--- config.mk ---
export PLATFORM = sky130hd
export DESIGN_NAME = pc_redirect_ctrl_flat
export DESIGN_NICKNAME = d
export VERILOG_FILES = /design/src/rtl/pc_redirect_ctrl_pkg.sv /design/src/rtl/pc_redirect_ctrl_if.sv /design/src/rtl/redirect_prio_enc.sv /design/src/rtl/pc_redirect_ctrl.sv /design/src/flat_wrapper.sv
export SDC_FILE = /design/constraint.sdc
export NUM_CORES = 1
export LEC_CHECK = 0
export CAP_MARGIN = 20
export CORE_UTILIZATION = 50
export CTS_CLUSTER_DIAMETER = 120
export CTS_CLUSTER_SIZE = 28
export DETAILED_ROUTE_END_ITERATION = 12
export GPL_TIMING_DRIVEN = 0
export PLACE_DENSITY = 0.85
export SETUP_SLACK_MARGIN = 0.15
export SLEW_MARGIN = 20
export SYNTH_ARGS = -nofsm -noshare
export SYNTH_HDL_FRONTEND = slang
export SYNTH_HIERARCHICAL = 1
export SYNTH_SLANG_ARGS = --single-unit
--- constraint.sdc ---
create_clock -name iCLK -period 4.4 [get_ports iCLK]
set_input_delay 0.66 -clock iCLK [delete_from_list [all_inputs] [get_ports iCLK]]
set_output_delay 0.66 -clock iCLK [all_outputs]
set_load 0.05 [all_outputs]
--- src/rtl/pc_redirect_ctrl_pkg.sv ---
// Shared definitions for the PC redirect controller and its priority encoder.
//   state_e     : controller FSM state (idle / flush / load)
//   src_e       : redirect source identifiers, also used as request-vector bit positions
//   PcWDefault  : default PC / target width
//   AlignMask   : low PC bits that must be zero for a legal jump/branch target
package pc_redirect_ctrl_pkg;

  localparam int unsigned PcWDefault = 8;
  localparam int unsigned NumSrc     = 3;
  localparam logic [1:0]  AlignMask  = 2'b11;

  typedef enum logic [1:0] {
    StIdle  = 2'd0,
    StFlush = 2'd1,
    StLoad  = 2'd2
  } state_e;

  // Values double as bit positions in request/grant vectors.
  typedef enum logic [1:0] {
    SRC_JUMP   = 2'd0,
    SRC_BRANCH = 2'd1,
    SRC_TRAP   = 2'd2
  } src_e;

endpackage

--- src/rtl/pc_redirect_ctrl_if.sv ---
// Redirect bus between the requesters (jump, branch, trap), the fetch stage and the
// redirect controller.
//   slave  : the controller (takes requests and iFETCH_RDY, drives ACKs and fetch outputs)
//   master : the requesters / fetch side
interface pc_redirect_ctrl_if
  import pc_redirect_ctrl_pkg::*;
#(
  parameter int unsigned PC_W = PcWDefault
);

  logic            iJ_REQ;
  logic [PC_W-1:0] iJ_TARGET;
  logic            oJ_ACK;
  logic            iB_REQ;
  logic [PC_W-1:0] iB_TARGET;
  logic            oB_ACK;
  logic            iT_REQ;
  logic [PC_W-1:0] iT_VECTOR;
  logic            oT_ACK;
  logic            oFLUSH;
  logic            oPC_LOAD;
  logic [PC_W-1:0] oPC_NEXT;
  logic            iFETCH_RDY;
  logic            oBUSY;
  logic            oMISALIGN;
  logic [PC_W-1:0] oMISALIGN_ADDR;

  modport slave (
    input  iJ_REQ, iJ_TARGET, iB_REQ, iB_TARGET, iT_REQ, iT_VECTOR, iFETCH_RDY,
    output oJ_ACK, oB_ACK, oT_ACK, oFLUSH, oPC_LOAD, oPC_NEXT, oBUSY,
           oMISALIGN, oMISALIGN_ADDR
  );

  modport master (
    output iJ_REQ, iJ_TARGET, iB_REQ, iB_TARGET, iT_REQ, iT_VECTOR, iFETCH_RDY,
    input  oJ_ACK, oB_ACK, oT_ACK, oFLUSH, oPC_LOAD, oPC_NEXT, oBUSY,
           oMISALIGN, oMISALIGN_ADDR
  );

endinterface

--- src/rtl/redirect_prio_enc.sv ---
// Combinational fixed-priority encoder: trap > branch > jump.
//   req_i   : request per source (bit index = src_e value)
//   en_i    : per-source enable mask; disabled requests are ignored
//   gnt_o   : one-hot grant (all zero when nothing eligible)
//   src_o   : source ID of the winner (SRC_JUMP when none)
//   valid_o : some enabled request is granted
module redirect_prio_enc
  import pc_redirect_ctrl_pkg::*;
(
  input  logic [NumSrc-1:0] req_i,
  input  logic [NumSrc-1:0] en_i,
  output logic [NumSrc-1:0] gnt_o,
  output src_e              src_o,
  output logic              valid_o
);

  logic [NumSrc-1:0] req_en;

  always_comb begin
    req_en  = req_i & en_i;
    gnt_o   = '0;
    src_o   = SRC_JUMP;
    valid_o = 1'b0;
    if (req_en[2]) begin
      gnt_o[2] = 1'b1;
      src_o    = SRC_TRAP;
      valid_o  = 1'b1;
    end else if (req_en[1]) begin
      gnt_o[1] = 1'b1;
      src_o    = SRC_BRANCH;
      valid_o  = 1'b1;
    end else if (req_en[0]) begin
      gnt_o[0] = 1'b1;
      src_o    = SRC_JUMP;
      valid_o  = 1'b1;
    end
  end

endmodule

--- src/rtl/pc_redirect_ctrl.sv ---
// Control-flow redirect controller. Arbitrates jump/branch/trap redirects, rejects
// misaligned jump/branch targets, holds a fixed-length flush and then presents the new
// PC to fetch until it is consumed.
//   iCLK, iRST : clock, synchronous active-high reset
//   bus        : redirect bus (slave side) - requests/ACKs, flush, PC load handshake,
//                busy and misalignment report
// ACKs are combinational from state and requests; every other output is a register.
module pc_redirect_ctrl
  import pc_redirect_ctrl_pkg::*;
#(
  parameter int unsigned PC_W         = PcWDefault,
  parameter int unsigned FLUSH_CYCLES = 2
) (
  input logic               iCLK,
  input logic               iRST,
  pc_redirect_ctrl_if.slave bus
);

  localparam int unsigned CntW = $clog2(FLUSH_CYCLES + 1);
  localparam logic [CntW-1:0] FlushInit = CntW'(FLUSH_CYCLES);

  state_e            state_q, state_d;
  logic [CntW-1:0]   cnt_q, cnt_d;
  logic [PC_W-1:0]   tgt_q, tgt_d;
  logic              trap_q, trap_d;       // in-flight redirect is a trap
  logic              flush_q, flush_d;
  logic              load_q, load_d;
  logic              busy_q, busy_d;
  logic [PC_W-1:0]   pc_next_q, pc_next_d;
  logic              mis_q, mis_d;
  logic [PC_W-1:0]   mis_addr_q, mis_addr_d;

  logic [NumSrc-1:0] req, en, gnt;
  src_e              src;
  logic              gnt_vld;
  logic [PC_W-1:0]   win_tgt;
  logic              win_misaligned;

  assign req = {bus.iT_REQ, bus.iB_REQ, bus.iJ_REQ};

  // Only a trap may preempt a flush, and never another trap.
  always_comb begin
    en = '0;
    unique case (state_q)
      StIdle:  en = '1;
      StFlush: en = trap_q ? 3'b000 : 3'b100;
      default: en = '0;
    endcase
  end

  redirect_prio_enc u_prio_enc (
    .req_i   (req),
    .en_i    (en),
    .gnt_o   (gnt),
    .src_o   (src),
    .valid_o (gnt_vld)
  );

  assign bus.oJ_ACK = gnt[0];
  assign bus.oB_ACK = gnt[1];
  assign bus.oT_ACK = gnt[2];

  // Trap vectors are force-aligned; jump/branch targets are checked instead.
  always_comb begin
    win_tgt = bus.iJ_TARGET;
    unique case (src)
      SRC_TRAP:   win_tgt = bus.iT_VECTOR & ~PC_W'(AlignMask);
      SRC_BRANCH: win_tgt = bus.iB_TARGET;
      default:    win_tgt = bus.iJ_TARGET;
    endcase
  end

  assign win_misaligned = (src != SRC_TRAP) && ((win_tgt[1:0] & AlignMask) != 2'b00);

  always_comb begin
    state_d    = state_q;
    cnt_d      = cnt_q;
    tgt_d      = tgt_q;
    trap_d     = trap_q;
    mis_d      = 1'b0;
    mis_addr_d = mis_addr_q;
    unique case (state_q)
      StIdle: begin
        if (gnt_vld) begin
          if (win_misaligned) begin
            mis_d      = 1'b1;
            mis_addr_d = win_tgt;
          end else begin
            state_d = StFlush;
            cnt_d   = FlushInit;
            tgt_d   = win_tgt;
            trap_d  = (src == SRC_TRAP);
          end
        end
      end
      StFlush: begin
        if (gnt_vld) begin
          // Trap preemption: new target, flush restarts from the top.
          cnt_d  = FlushInit;
          tgt_d  = win_tgt;
          trap_d = 1'b1;
        end else if (cnt_q == CntW'(1)) begin
          state_d = StLoad;
          cnt_d   = '0;
        end else begin
          cnt_d = cnt_q - CntW'(1);
        end
      end
      StLoad: begin
        if (bus.iFETCH_RDY) begin
          state_d = StIdle;
        end
      end
      default: state_d = StIdle;
    endcase

    flush_d   = (state_d == StFlush);
    load_d    = (state_d == StLoad);
    busy_d    = (state_d != StIdle);
    pc_next_d = (state_d == StLoad) ? tgt_d : pc_next_q;
  end

  always_ff @(posedge iCLK) begin
    if (iRST) begin
      state_q    <= StIdle;
      cnt_q      <= '0;
      tgt_q      <= '0;
      trap_q     <= 1'b0;
      flush_q    <= 1'b0;
      load_q     <= 1'b0;
      busy_q     <= 1'b0;
      pc_next_q  <= '0;
      mis_q      <= 1'b0;
      mis_addr_q <= '0;
    end else begin
      state_q    <= state_d;
      cnt_q      <= cnt_d;
      tgt_q      <= tgt_d;
      trap_q     <= trap_d;
      flush_q    <= flush_d;
      load_q     <= load_d;
      busy_q     <= busy_d;
      pc_next_q  <= pc_next_d;
      mis_q      <= mis_d;
      mis_addr_q <= mis_addr_d;
    end
  end

  assign bus.oFLUSH         = flush_q;
  assign bus.oPC_LOAD       = load_q;
  assign bus.oBUSY          = busy_q;
  assign bus.oPC_NEXT       = pc_next_q;
  assign bus.oMISALIGN      = mis_q;
  assign bus.oMISALIGN_ADDR = mis_addr_q;

endmodule
--- src/flat_wrapper.sv ---
// flat-port wrapper written by rule: the top's interface ports become plain ports
module pc_redirect_ctrl_flat import pc_redirect_ctrl_pkg::*;
#(
  parameter int unsigned PC_W         = PcWDefault,
  parameter int unsigned FLUSH_CYCLES = 2
)
  (iCLK, iRST, bus_iJ_REQ, bus_iJ_TARGET, bus_iB_REQ, bus_iB_TARGET, bus_iT_REQ, bus_iT_VECTOR, bus_iFETCH_RDY, bus_oJ_ACK, bus_oB_ACK, bus_oT_ACK, bus_oFLUSH, bus_oPC_LOAD, bus_oPC_NEXT, bus_oBUSY, bus_oMISALIGN, bus_oMISALIGN_ADDR);
  pc_redirect_ctrl_if #(.PC_W(PC_W)) bus_i ();
  input logic iCLK;
  input logic iRST;
  input wire logic [$bits(bus_i.iJ_REQ)-1:0] bus_iJ_REQ;
  input wire logic [$bits(bus_i.iJ_TARGET)-1:0] bus_iJ_TARGET;
  input wire logic [$bits(bus_i.iB_REQ)-1:0] bus_iB_REQ;
  input wire logic [$bits(bus_i.iB_TARGET)-1:0] bus_iB_TARGET;
  input wire logic [$bits(bus_i.iT_REQ)-1:0] bus_iT_REQ;
  input wire logic [$bits(bus_i.iT_VECTOR)-1:0] bus_iT_VECTOR;
  input wire logic [$bits(bus_i.iFETCH_RDY)-1:0] bus_iFETCH_RDY;
  output wire logic [$bits(bus_i.oJ_ACK)-1:0] bus_oJ_ACK;
  output wire logic [$bits(bus_i.oB_ACK)-1:0] bus_oB_ACK;
  output wire logic [$bits(bus_i.oT_ACK)-1:0] bus_oT_ACK;
  output wire logic [$bits(bus_i.oFLUSH)-1:0] bus_oFLUSH;
  output wire logic [$bits(bus_i.oPC_LOAD)-1:0] bus_oPC_LOAD;
  output wire logic [$bits(bus_i.oPC_NEXT)-1:0] bus_oPC_NEXT;
  output wire logic [$bits(bus_i.oBUSY)-1:0] bus_oBUSY;
  output wire logic [$bits(bus_i.oMISALIGN)-1:0] bus_oMISALIGN;
  output wire logic [$bits(bus_i.oMISALIGN_ADDR)-1:0] bus_oMISALIGN_ADDR;
  assign bus_i.iJ_REQ = bus_iJ_REQ;
  assign bus_i.iJ_TARGET = bus_iJ_TARGET;
  assign bus_i.iB_REQ = bus_iB_REQ;
  assign bus_i.iB_TARGET = bus_iB_TARGET;
  assign bus_i.iT_REQ = bus_iT_REQ;
  assign bus_i.iT_VECTOR = bus_iT_VECTOR;
  assign bus_i.iFETCH_RDY = bus_iFETCH_RDY;
  assign bus_oJ_ACK = bus_i.oJ_ACK;
  assign bus_oB_ACK = bus_i.oB_ACK;
  assign bus_oT_ACK = bus_i.oT_ACK;
  assign bus_oFLUSH = bus_i.oFLUSH;
  assign bus_oPC_LOAD = bus_i.oPC_LOAD;
  assign bus_oPC_NEXT = bus_i.oPC_NEXT;
  assign bus_oBUSY = bus_i.oBUSY;
  assign bus_oMISALIGN = bus_i.oMISALIGN;
  assign bus_oMISALIGN_ADDR = bus_i.oMISALIGN_ADDR;
  pc_redirect_ctrl #(.PC_W(PC_W), .FLUSH_CYCLES(FLUSH_CYCLES)) u_core (.iCLK(iCLK), .iRST(iRST), .bus(bus_i));
endmodule
### Word level (Yosys, flattened, before mapping)

Index checks and enable logic that the tools add are counted.

| word-level totals | value |
|---|---|
| register bits | 33 |
| input bits | 30 |
| logic and storage cells | 66 |
| output and inout port bits | 23 |

| operators by class | value |
|---|---|
| add/sub/neg operators | 1 |
| equality and inequality tests | 11 |
| muxes and demuxes | 32 |
| bitwise gates (word level) | 3 |
| reduce and logical (&&, ||, !) cells | 9 |

Operators by type and width:

| operator | count |
|---|---|
| case mux 8 bit (2 select lines) | 2 |
| 2-to-1 mux 8 bit | 3 |
| 2-to-1 mux 2 bit | 11 |
| 2-to-1 mux 1 bit | 11 |
| equality test 2 x 1 -> 1 bit (second input constant) | 4 |
| equality test 2 bit (second input constant) | 3 |
| case mux 2 bit (3 select lines) | 1 |
| case mux 3 bit (2 select lines) | 1 |
| AND reduction 3 bit | 2 |
| nonzero test 2 bit | 3 |
| inequality test 2 x 1 -> 1 bit (second input constant) | 2 |
| inequality test 2 bit (second input constant) | 2 |
| case mux 2 bit (2 select lines) | 1 |
| AND reduction 4 bit | 1 |
| AND 3 bit | 1 |
| 2-to-1 mux 3 bit | 1 |
| OR reduction 3 bit | 1 |
| zero test 2 bit | 1 |
| NOT 1 bit | 2 |
| case mux 1 bit (2 select lines) | 1 |
| subtractor 2 x 1 -> 2 bit (second input constant) | 1 |
| logical AND 1 bit | 1 |

### Depth between registers and ports, before layout

Gate-level depths: netlist of run 1.

| logic depth | value |
|---|---|
| depth in word-level cells | 13 |
| mapped depth | 13 |
| depth with buffers taken out | 9 |

### By module

Netlist of run 1, hierarchy kept.

Modules (own cells, without submodules):

| module | instances | seq. area each (sq um) | cells each | area each (sq um) |
|---|---|---|---|---|
| pc_redirect_ctrl | 1 | 660.6 | 174 | 1647.8 |
| redirect_prio_enc | 1 | 0.0 | 9 | 56.3 |

### Worst setup path after synthesis of run 1

OpenSTA, ideal clock, no wires.

| timing | value |
|---|---|
| kind | flip-flop to flip-flop |
| from | register u_core.state_q[1] |
| to | register u_core.tgt_q[2] |
| path slack | 0.491 ns |
| required time | 4.328 ns |
| stages on the path, launching flop included | 14 |
| buffers on the path | 4 |
| period minus slack after synthesis | 3.909 ns |
| arrival | 3.837 ns |
| setup time | 0.072 ns |
| cells stage by stage | dfxtp_1 clkbuf_1 clkbuf_1 a21oi_1 and2_1 nor2_1 buf_4 inv_1 ha_1 buf_2 or3b_4 o22a_4 o21ai_4 mux2i_1 |

| between the ends | value |
|---|---|
| elaborated cells on any way between the ends | 19 |
| those cells by class | eq/ne: 4; mux: 11; bitwise: 1; reduce/logical: 3 |

RTL lines:

| element | RTL line | source |
|---|---|---|
| from (decl) | pc_redirect_ctrl.sv:22 | `state_e state_q, state_d;` |
| from (signal assigned) | pc_redirect_ctrl.sv:125 | `state_q <= StIdle;` |
| from (signal assigned) | pc_redirect_ctrl.sv:136 | `state_q <= state_d;` |
| equality test 2 x 1 -> 1 bit / zero test 2 bit (equally long branches) | pc_redirect_ctrl.sv:44 | `unique case (state_q)` |
| case mux 3 bit (2 select lines) (*) | pc_redirect_ctrl.sv:44 |  |
| net u_core.en[2] | pc_redirect_ctrl.sv:33 | `logic [NumSrc-1:0] req, en, gnt;` |
| AND 3 bit (*) | redirect_prio_enc.sv:20 | `req_en = req_i & en_i;` |
| 2-to-1 mux 2 bit (*) | redirect_prio_enc.sv:24 | `if (req_en[2]) begin` |
| net u_core.src[0] | pc_redirect_ctrl.sv:34 | `src_e src;` |
| equality test 2 x 1 -> 1 bit / equality test 2 bit (equally long branches) | pc_redirect_ctrl.sv:66 | `unique case (src)` |
| case mux 8 bit (2 select lines) | pc_redirect_ctrl.sv:66 |  |
| nonzero test 2 bit | pc_redirect_ctrl.sv:73 | `assign win_misaligned = (src != SRC_TRAP) && ((win_tgt[1:0] & AlignMask) != 2'b00);` |
| logical AND 1 bit | pc_redirect_ctrl.sv:73 |  |
| 2-to-1 mux 8 bit | pc_redirect_ctrl.sv:85 | `if (win_misaligned) begin` |
| 2-to-1 mux 8 bit | pc_redirect_ctrl.sv:84 | `if (gnt_vld) begin` |
| case mux 8 bit (2 select lines) (*) | pc_redirect_ctrl.sv:82 | `unique case (state_q)` |
| to (signal assigned) | pc_redirect_ctrl.sv:138 | `tgt_q <= tgt_d;` |
| to (decl) | pc_redirect_ctrl.sv:24 | `logic [PC_W-1:0] tgt_q, tgt_d;` |

The timed path passes the listed nets; every way through them passes the cells marked *.
A chain may end at the register's enable or synchronous reset.

### Final worst setup path of run 1

Same ends and word-level chain as after synthesis.

==> reports/summary.txt, run 1 <==
Most common cell in the netlist: dfxtp_1
Yosys reg bits: 33
Syn-to-layout area delta: 36.7%
Worst Skew: 0.00816 ns
Most used cell, CP: clkbuf_1
Fin crit share: 0.785
Initial Util: 0.540
Startpoint Class: flip-flop
CTS Buf Count: 5
Die H: 60.4 µm
Vias: 1533
Total number of yosys warnings: 6
Async set-reset flop share out of synthesis: 0
# fillers: 277
Post-synthesis cell type count: 43
Clk buf depth: 2
Initial antenna violation count: 0
Area leader, netlist: dfxtp_1
Core Area: 3150 µm²
Final hold violation count: 0
Skew-Pair Late Insertion Delay: 0.33 ns
Synth area leaders: dfxtp_1, mux2i_1, nand2b_1
Post-cts hold buffer count: 0
Post-CTS setup buffer count: 0
Main flop type after synthesis: dfxtp_1
Tot Pwr: 785 µW
Crit-path cells: clkbuf_1, clkbuf_1, a21oi_1, and2_1, nor2_1, buf_4, inv_1, ha_1, buf_2, or3b_4, o22a_4, o21ai_4, mux2i_1
Port bufs: 50
Lkg Pwr: 0.000911 µW
Largest net degree at the start of global routing: 11
Final Slew Violations: 0
Post-synth EDFFs: 0
Iter 0 DRT Violations: 54
Clock Power Share: 0.249
Layout cells sized above 1: 0.108
Cell internal pwr: 525 µW
PwrDens: 337 nW/µm²
Worst Tran Pin Value: 0.516 ns
Die ar.: 3650 µm²
Hold Crit Class: flip-flop to flip-flop
Final net count: 273
Outcome: finished clean
RSZ-0062 raised after global routing: false
CTS Root Cell: clkbuf_4
Crit path arrival time: 3.70 ns
First-pass GRT wire length: 6.41 mm
Number of rows created at floorplan: 20
CTS tree: built
Sequential power share: 0.432
Syn Inst Count: 183
Setup Crit Path Kind: flip-flop to flip-flop
Net Switching: 260 µW
Vias per cell: 5.38
H-tree depth: 2
All-layer global routing usage: 0.239
Final min period: 3.46 ns
Crit-path leading delay family: buffers and inverters
CP endpoint kind: flip-flop
Slowest cell delay on critical path: 0.41 ns
Top cells by count, synth: dfxtp_1, mux2i_1, nand2b_1, nor2_1, inv_1
CTS resizes: 0
Die width: 60.4 µm
DRC Markers: 0
Final setup vio count: 0
Vias in the first global route: 1451
Seq/Total Area, Yosys: 0.388
Hpwl dp: 2.87 mm
Final WL: 3.90 mm
Mapped Area: 1700 µm²
Post-DR wirelength/cell: 13.7 µm
Ant diodes: 0
Max cap viols: 0
Worst path required time: 4.65 ns
Crit-path slowest cell: or3b_4
Clk slew on worst S/H paths: 0.10 ns
Number of top-level pins: 53
Max transition margin: 0.656
Syn nets: 216
Clock tree sinks: 33
GP Congestion: 0.780
Worst path bufs/invs: 5
VDD IR-drop max: 200 µV
GRT overflow: 0
First-pass DRT Iterations: 4
Part of the power in combinational logic: 0.319
Max Freq: 289 MHz
Syn avg cell area: 9.31 µm²
Setup tns final: 0 ns
Switching Share: 0.331
Post-synth top area share: 0.388
ANT nets after route: 0
Crit Path Max Fanout: 10
tightest hold or removal path: stages (launching register included):
cell      delay [ns]
dfxtp_1         0.32
nand2b_1        0.06
mux2i_1         0.06
layer usage:
metal | up-vias | share of wire | global-route usage
li1 | 765 | - | -
met1 | 717 | 0.45 | 0.295
met2 | 44 | 0.49 | 0.405
met3 | 7 | 0.043 | 0.0554
met4 | 0 | 0.013 | 0.0864
met5 | - | 0 | 0
state kept, by name (all words and copies together), names as in the netlist:
signal,flops
u_core/cnt_q,2
u_core/tgt_q,8
u_core/bus.oPC_LOAD,1
u_core/bus.oMISALIGN,1
u_core/bus.oFLUSH,1
u_core/bus.oMISALIGN_ADDR,8
u_core/state_q,2
u_core/bus.oBUSY,1
u_core/bus.oPC_NEXT,8
u_core/trap_q,1
cells by family after synthesis:
kind of cell / Yosys count / share of synthesized area
buffers and inverters: 27 / 0.0727
DFF: 33 / 0.388
AOI/OAI and AO/OA: 51 / 0.242
muxes: 18 / 0.106
adders and majority gates: 3 / 0.0220
and+or+nand+nor: 51 / 0.170
worst paths after layout:
path	start	cells after the start	end	slack, ns
setup / recovery	u_core/state_q[1]	13	u_core/tgt_q[2]	0.94
hold / removal	u_core/tgt_q[5]	2	u_core/tgt_q[5]	0.49
setup reg to reg	u_core/state_q[1]	13	u_core/tgt_q[2]	0.94
hold reg to reg	u_core/tgt_q[5]	2	u_core/tgt_q[5]	0.49
layout by cell type, fill, tap and decap left out, drive strengths merged, types with 5 or more instances in the layout:
cell type / count
a221oi: 7
buf: 7
inv: 11
a21oi: 8
nor2: 14
nand2b: 15
a211oi: 6
clkdlybuf4s50: 50
dfxtp: 33
a211o: 6
nand2: 5
o21a: 7
clkbuf: 16
mux2i: 18
layout make-up:
type	instances	area [µm²]	share of cell area
clock inverters	1	5.00	0.00215
inverters	11	41.3	0.0177
clock buffers	7	65.1	0.0279
plain buffers	16	82.6	0.0354
repair buffers	50	500	0.215
well taps	44	55.1	0.0236
multi-input cells	123	920	0.395
flip-flops and latches	33	661	0.284
power by group through the flow:
| stage | clock (µW) | combinational (µW) | sequential (µW) |
|---|---|---|---|
| after floorplan | 0 | 136 | 380 |
| final | 195 | 251 | 339 |
| after global routing | 213 | 269 | 342 |
| after CTS | 199 | 250 | 339 |
| after detailed placement | 0 | 248 | 345 |
| after global placement | 0 | 244 | 344 |
per-stage QoR:
stage / std cells / cell area (µm²) / hold WS (ns) / util / setup slack [ns]
floorplan: 183 / 1700 / 0.444 / - / 0.491
global placement: 277 / 2260 / 0.463 / 0.717 / 1.10
detailed placement: 277 / 2260 / 0.471 / 0.717 / 1.04
CTS: 285 / 2330 / 0.488 / 0.739 / 0.940
global route: 285 / 2330 / 0.508 / 0.739 / 0.630
finish: 285 / 2330 / 0.485 / 0.739 / 0.944
Power figures use the tool's default switching activity.
==> inputs of run 2 (changes only) <==
Settings changed: CORE_UTILIZATION 50 to 46, PLACE_DENSITY 0.85 to 0.79.
Clock period 4.4 ns to 3.5 ns, I/O delays scaled along.
==> run 2 against run 1 <==
Compared with the run above:
- highest routed layer unchanged
- clock skew fell by 0.0033 ns
- largest power group unchanged
- worst hold slack got worse by 0.0050 ns
- largest cell class unchanged
- non-clock buffer count did not move
==> reports/summary.txt, run 2 (synthesis results as in run 1) <==
Initial Util: 0.495
Worst hold path depth: 2
First-pass GRT wire length: 6.63 mm
Hpwl dp: 2.88 mm
Post-DR wirelength/cell: 13.9 µm
Number of top-level pins: 53
Cell area after layout: 2390 µm²
Cell internal pwr: 777 µW
Final WL: 3.99 mm
Clk slew on worst S/H paths: 0.07 ns
Net Switching: 339 µW
Crit-path leading delay family: simple AND/OR/NAND/NOR gates
Vias per cell: 5.29
# fillers: 287
CTS Buf Count: 5
Vias in the first global route: 1484
Commonest cells after routing, fill and taps aside: clkdlybuf4s50_1, dfxtp_1, mux2i_1
Initial antenna violation count: 0
First-pass DRT Iterations: 4
Register-to-Register Path Depth: 13
Clock tree sinks: 33
Hold Startpoint: u_core/bus.oMISALIGN_ADDR[6]
Reg2reg setup slack: 0.36 ns
Vias: 1517
Clk buf depth: 2
Largest net degree at the start of global routing: 11
Hold Crit Class: flip-flop to flip-flop
Most common cell after layout, fill and taps aside: clkdlybuf4s50_1
Final net count: 273
All-layer global routing usage: 0.212
Worst path required time: 3.70 ns
Placed insts: 279
Final hold violation count: 0
Worst Tran Pin Value: 0.502 ns
Final core utilization: 0.694
Crit Path Max Fanout: 10
PwrDens: 467 nW/µm²
Tot Pwr: 1120 µW
GP Congestion: 0.858
Max Freq: 318 MHz
CP endpoint kind: flip-flop
Startpoint Class: flip-flop
Max cap viols: 0
Core Area: 3440 µm²
Crit-path slowest cell: or3b_4
ANT nets after route: 0
Reg2Reg Launch Point: u_core/state_q[1]
CTS Root Cell: clkbuf_8
Number of rows created at floorplan: 21
Sequential power share: 0.381
Crit path arrival time: 3.34 ns
Setup Crit Path Kind: flip-flop to flip-flop
DRC Markers: 0
Final min period: 3.14 ns
Part of the power in combinational logic: 0.283
Switching Share: 0.304
Final Slew Violations: 0
Most used cell, CP: clkbuf_2
Worst path bufs/invs: 5
GRT overflow: 0
Fin crit share: 0.898
Multi-input gate area: 928 µm²
Max transition margin: 0.664
Final setup vio count: 0
Post-route insts no fill: 287
Iter 0 DRT Violations: 65
Die ar.: 3950 µm²
Syn-to-layout area delta: 40.2%
Crit-path cells: clkbuf_2, clkbuf_2, nor2_1, nand2_1, nor2_4, buf_4, inv_1, ha_1, buf_2, or3b_4, o22ai_2, nand3_2, mux2i_1
Die H: 62.9 µm
Placed cell areas: 2270 µm²
Reg2reg end: u_core/bus.oMISALIGN_ADDR[2]
Slowest cell delay on critical path: 0.40 ns
H-tree depth: 2
Skew-Pair Late Insertion Delay: 0.28 ns
RSZ-0062 raised after global routing: false
Outcome: finished clean
VDD IR-drop max: 479 µV
Register area: 661 µm²
Ant diodes: 0
Worst Skew: 0.00488 ns
Clock Power Share: 0.335
CP Launch Point: u_core/state_q[1]
Layout cells sized above 1: 0.120
Lkg Pwr: 0.000936 µW
Port bufs: 50
Die width: 62.9 µm
Setup tns final: 0 ns
CTS tree: built
Worst hold path endpoint: u_core/bus.oMISALIGN_ADDR[6]
run 2: worst reg2reg max path, delay by kind of cell, from the launching register on:
| family | cells | cell delay [ns] |
|---|---|---|
| flip-flops | 1 | 0.33 |
| AO/OA/AOI/OAI | 1 | 0.25 |
| buffers and inverters | 5 | 0.71 |
| AND/OR/NAND/NOR | 5 | 1.23 |
| multiplexers | 1 | 0.27 |
| adder cells (fa/ha/maj) | 1 | 0.27 |
run 2: power by group through the flow:
stage	Clock [µW]	Sequential, µW	Combinational, µW
2_1_floorplan	0	477	172
5_1_grt	396	430	340
3_5_place_dp	0	434	314
3_3_place_gp	0	434	310
6_report	374	426	316
4_1_cts	375	426	317
run 2: metal layers:
| metal | track usage | routed length (µm) |
|---|---|---|
| met3 | 0.0566 | 208 |
| met5 | 0 | 0 |
| met1 | 0.238 | 1740 |
| met4 | 0.0959 | 78 |
| met2 | 0.371 | 1960 |
run 2: worst max path at each step:
stage / end / depth (start not counted)
2_1_floorplan: u_core/tgt_q[2] / 13
3_3_place_gp: u_core/tgt_q[6] / 13
3_5_place_dp: u_core/tgt_q[7] / 13
4_1_cts: u_core/tgt_q[7] / 13
5_1_grt: u_core/bus.oMISALIGN_ADDR[4] / 13
6_report: u_core/bus.oMISALIGN_ADDR[2] / 13
run 2: layout make-up:
cell class | instances | share of cell area
timing repair buffer | 50 | 0.209
clock inverter | 1 | 0.0126
buffer | 16 | 0.0356
sequential | 33 | 0.276
inverter | 11 | 0.0173
clock buffer | 7 | 0.0361
tap | 46 | 0.0241
multi-input combinational | 123 | 0.388
run 2: repair_timing:
item	in CTS	in global routing
endpoints found under the setup margin	0	21
setup buffers	0	0
hold endpoints to repair	0	0
hold buffers	0	0
gates resized for setup	0	4
run 2: through the flow:
| stage | setup slack (ns) | hold WS (ns) |
|---|---|---|
| finish | 0.358 | 0.480 |
| global route | 0.171 | 0.507 |
| CTS | 0.154 | 0.486 |
| detailed placement | 0.187 | 0.476 |
| global placement | 0.262 | 0.462 |
| floorplan | 0.152 | 0.444 |
==> inputs of run 3 (changes only) <==
Settings changed: REMOVE_ABC_BUFFERS set to 1.
==> run 3 against run 2 <==
Compared with the run above:
- via count is 1.5% lower
- register-to-register slack better by 0.08 ns
- first-iteration DRC count up 62%
- worst hold slack worse by 0.00078 ns
- non-clock buffer count is 15 lower
- global-route usage increased by 0.12 points
- critical path depth fell by 4
- combinational power decreased by 5%
- clock power down 23%
- count of clock-buffer cells in the layout did not move
- largest cell class unchanged
==> reports/summary.txt, run 3 (synthesis results as in run 1) <==
Crit Path Max Fanout: 18
Iter 0 DRT Violations: 105
Hpwl dp: 2.95 mm
H-tree depth: 2
Setup ws final: 0.437 ns
Setup Crit Path Kind: flip-flop to flip-flop
Crit-path slowest cell: dfxtp_1
PwrDens: 446 nW/µm²
Ant diodes: 0
Final Slew Violations: 0
Largest net degree at the start of global routing: 22
Die width: 62.9 µm
Worst path required time: 3.71 ns
Final net count: 258
Final setup vio count: 0
Pre-CTS WS: 0.235 ns
Initial Util: 0.495
CTS Root Cell: clkbuf_8
Crit-path leading delay family: simple AND/OR/NAND/NOR gates
Final hold slack: 0.480 ns
RSZ-0062 raised after global routing: false
Worst Tran Pin Value: 0.974 ns
Setup tns final: 0 ns
CP endpoint kind: flip-flop
VDD IR-drop max: 262 µV
Vias per cell: 5.51
Vias in the first global route: 1507
Syn-to-layout area delta: 33.9%
Lkg Pwr: 0.000878 µW
Post-DR wirelength/cell: 14.3 µm
DRC Markers: 0
Final core utilization: 0.663
Layout cells sized above 1: 0.0844
Number of rows created at floorplan: 21
Number of top-level pins: 53
Commonest cells after routing, fill and taps aside: clkdlybuf4s50_1, dfxtp_1, mux2i_1
Core Area: 3440 µm²
Post-CTS setup buffer count: 0
Slowest cell delay on critical path: 0.60 ns
CTS tree: built
Post-route insts no fill: 271
Vias: 1494
Die H: 62.9 µm
Max cap viols: 0
First-pass GRT wire length: 6.64 mm
Placed insts: 264
First-pass DRT Iterations: 4
Max Freq: 327 MHz
Final hold violation count: 0
Max transition margin: 0.347
GP Congestion: 0.785
GRT overflow: 0
Final WL: 3.87 mm
Crit path arrival time: 3.27 ns
CTS Buf Count: 5
Die ar.: 3950 µm²
Worst Skew: 0.00685 ns
Clk slew on worst S/H paths: 0.07 ns
Hold Crit Class: flip-flop to flip-flop
Outcome: finished clean
Clock tree sinks: 33
Fin crit share: 0.875
ANT nets after route: 0
Final min period: 3.06 ns
Clk buf depth: 2
Crit-path cells: a21oi_1, and2_1, nor2_1, inv_1, ha_1, or3b_4, o22a_4, o21ai_4, mux2i_1
Port bufs: 50
Reg2reg setup slack: 0.44 ns
Most common cell after layout, fill and taps aside: clkdlybuf4s50_1
Startpoint Class: flip-flop
Worst path bufs/invs: 1
Skew-Pair Late Insertion Delay: 0.28 ns
Initial antenna violation count: 0
All-layer global routing usage: 0.214
[run 3: cell types whose count changed in the layout (fill, tap and decap cells not counted), sizes merged]
cell	previous run	this run
buf	7	1
bufinv	1	0
clkbuf	16	7
[run 3: cell type report]
class | instances | area [µm²]
Tap cell | 46 | 57.6
Timing Repair Buffer | 51 | 515
Multi-Input combinational cell | 123 | 920
Sequential cell | 33 | 662
Inverter | 11 | 41.3
Fill cell | 282 | 1160
Clock buffer | 7 | 86.3
[run 3: through the flow]
stage	power [µW]	area, µm²
floorplan	635	1620
global placement	728	2180
detailed placement	739	2190
CTS	1020	2280
global route	1070	2280
finish	1020	2280
[run 3: timing repair]
| item | in CTS | in global routing |
|---|---|---|
| resized for setup | 0 | 1 |
| hold buffers | 0 | 0 |
| setup endpoints to repair | 0 | 14 |
[run 3: power breakdown]
part / internal, µW / switching (µW) / total, µW / leakage (µW)
clock network: 156 / 131 / 287 / 0.0000443
registers: 410 / 21.7 / 432 / 0.000270
logic: 128 / 171 / 299 / 0.000563
total: 694 / 323 / 1020 / 0.000878
[run 3: worst paths after layout]
path                           from               to  cells after the start
setup / recovery  u_core/state_q[0]  u_core/tgt_q[2]                      9
hold / removal      u_core/tgt_q[7]  u_core/tgt_q[7]                      2
setup reg to reg  u_core/state_q[0]  u_core/tgt_q[2]                      9
hold reg to reg     u_core/tgt_q[7]  u_core/tgt_q[7]                      2
[run 3: worst min-delay path, delay by kind of cell, from the launching register on]
kind             cells  cell delay, ns
DFF                  1            0.31
muxes                1            0.06
and+or+nand+nor      1            0.06
[run 3: layer usage]
layer | vias up | track usage | share of wire
met5 | - | 0 | 0
met3 | 7 | 0.0657 | 0.059
met1 | 701 | 0.228 | 0.40
li1 | 735 | - | -
met2 | 51 | 0.387 | 0.53
met4 | 0 | 0.0814 | 0.014
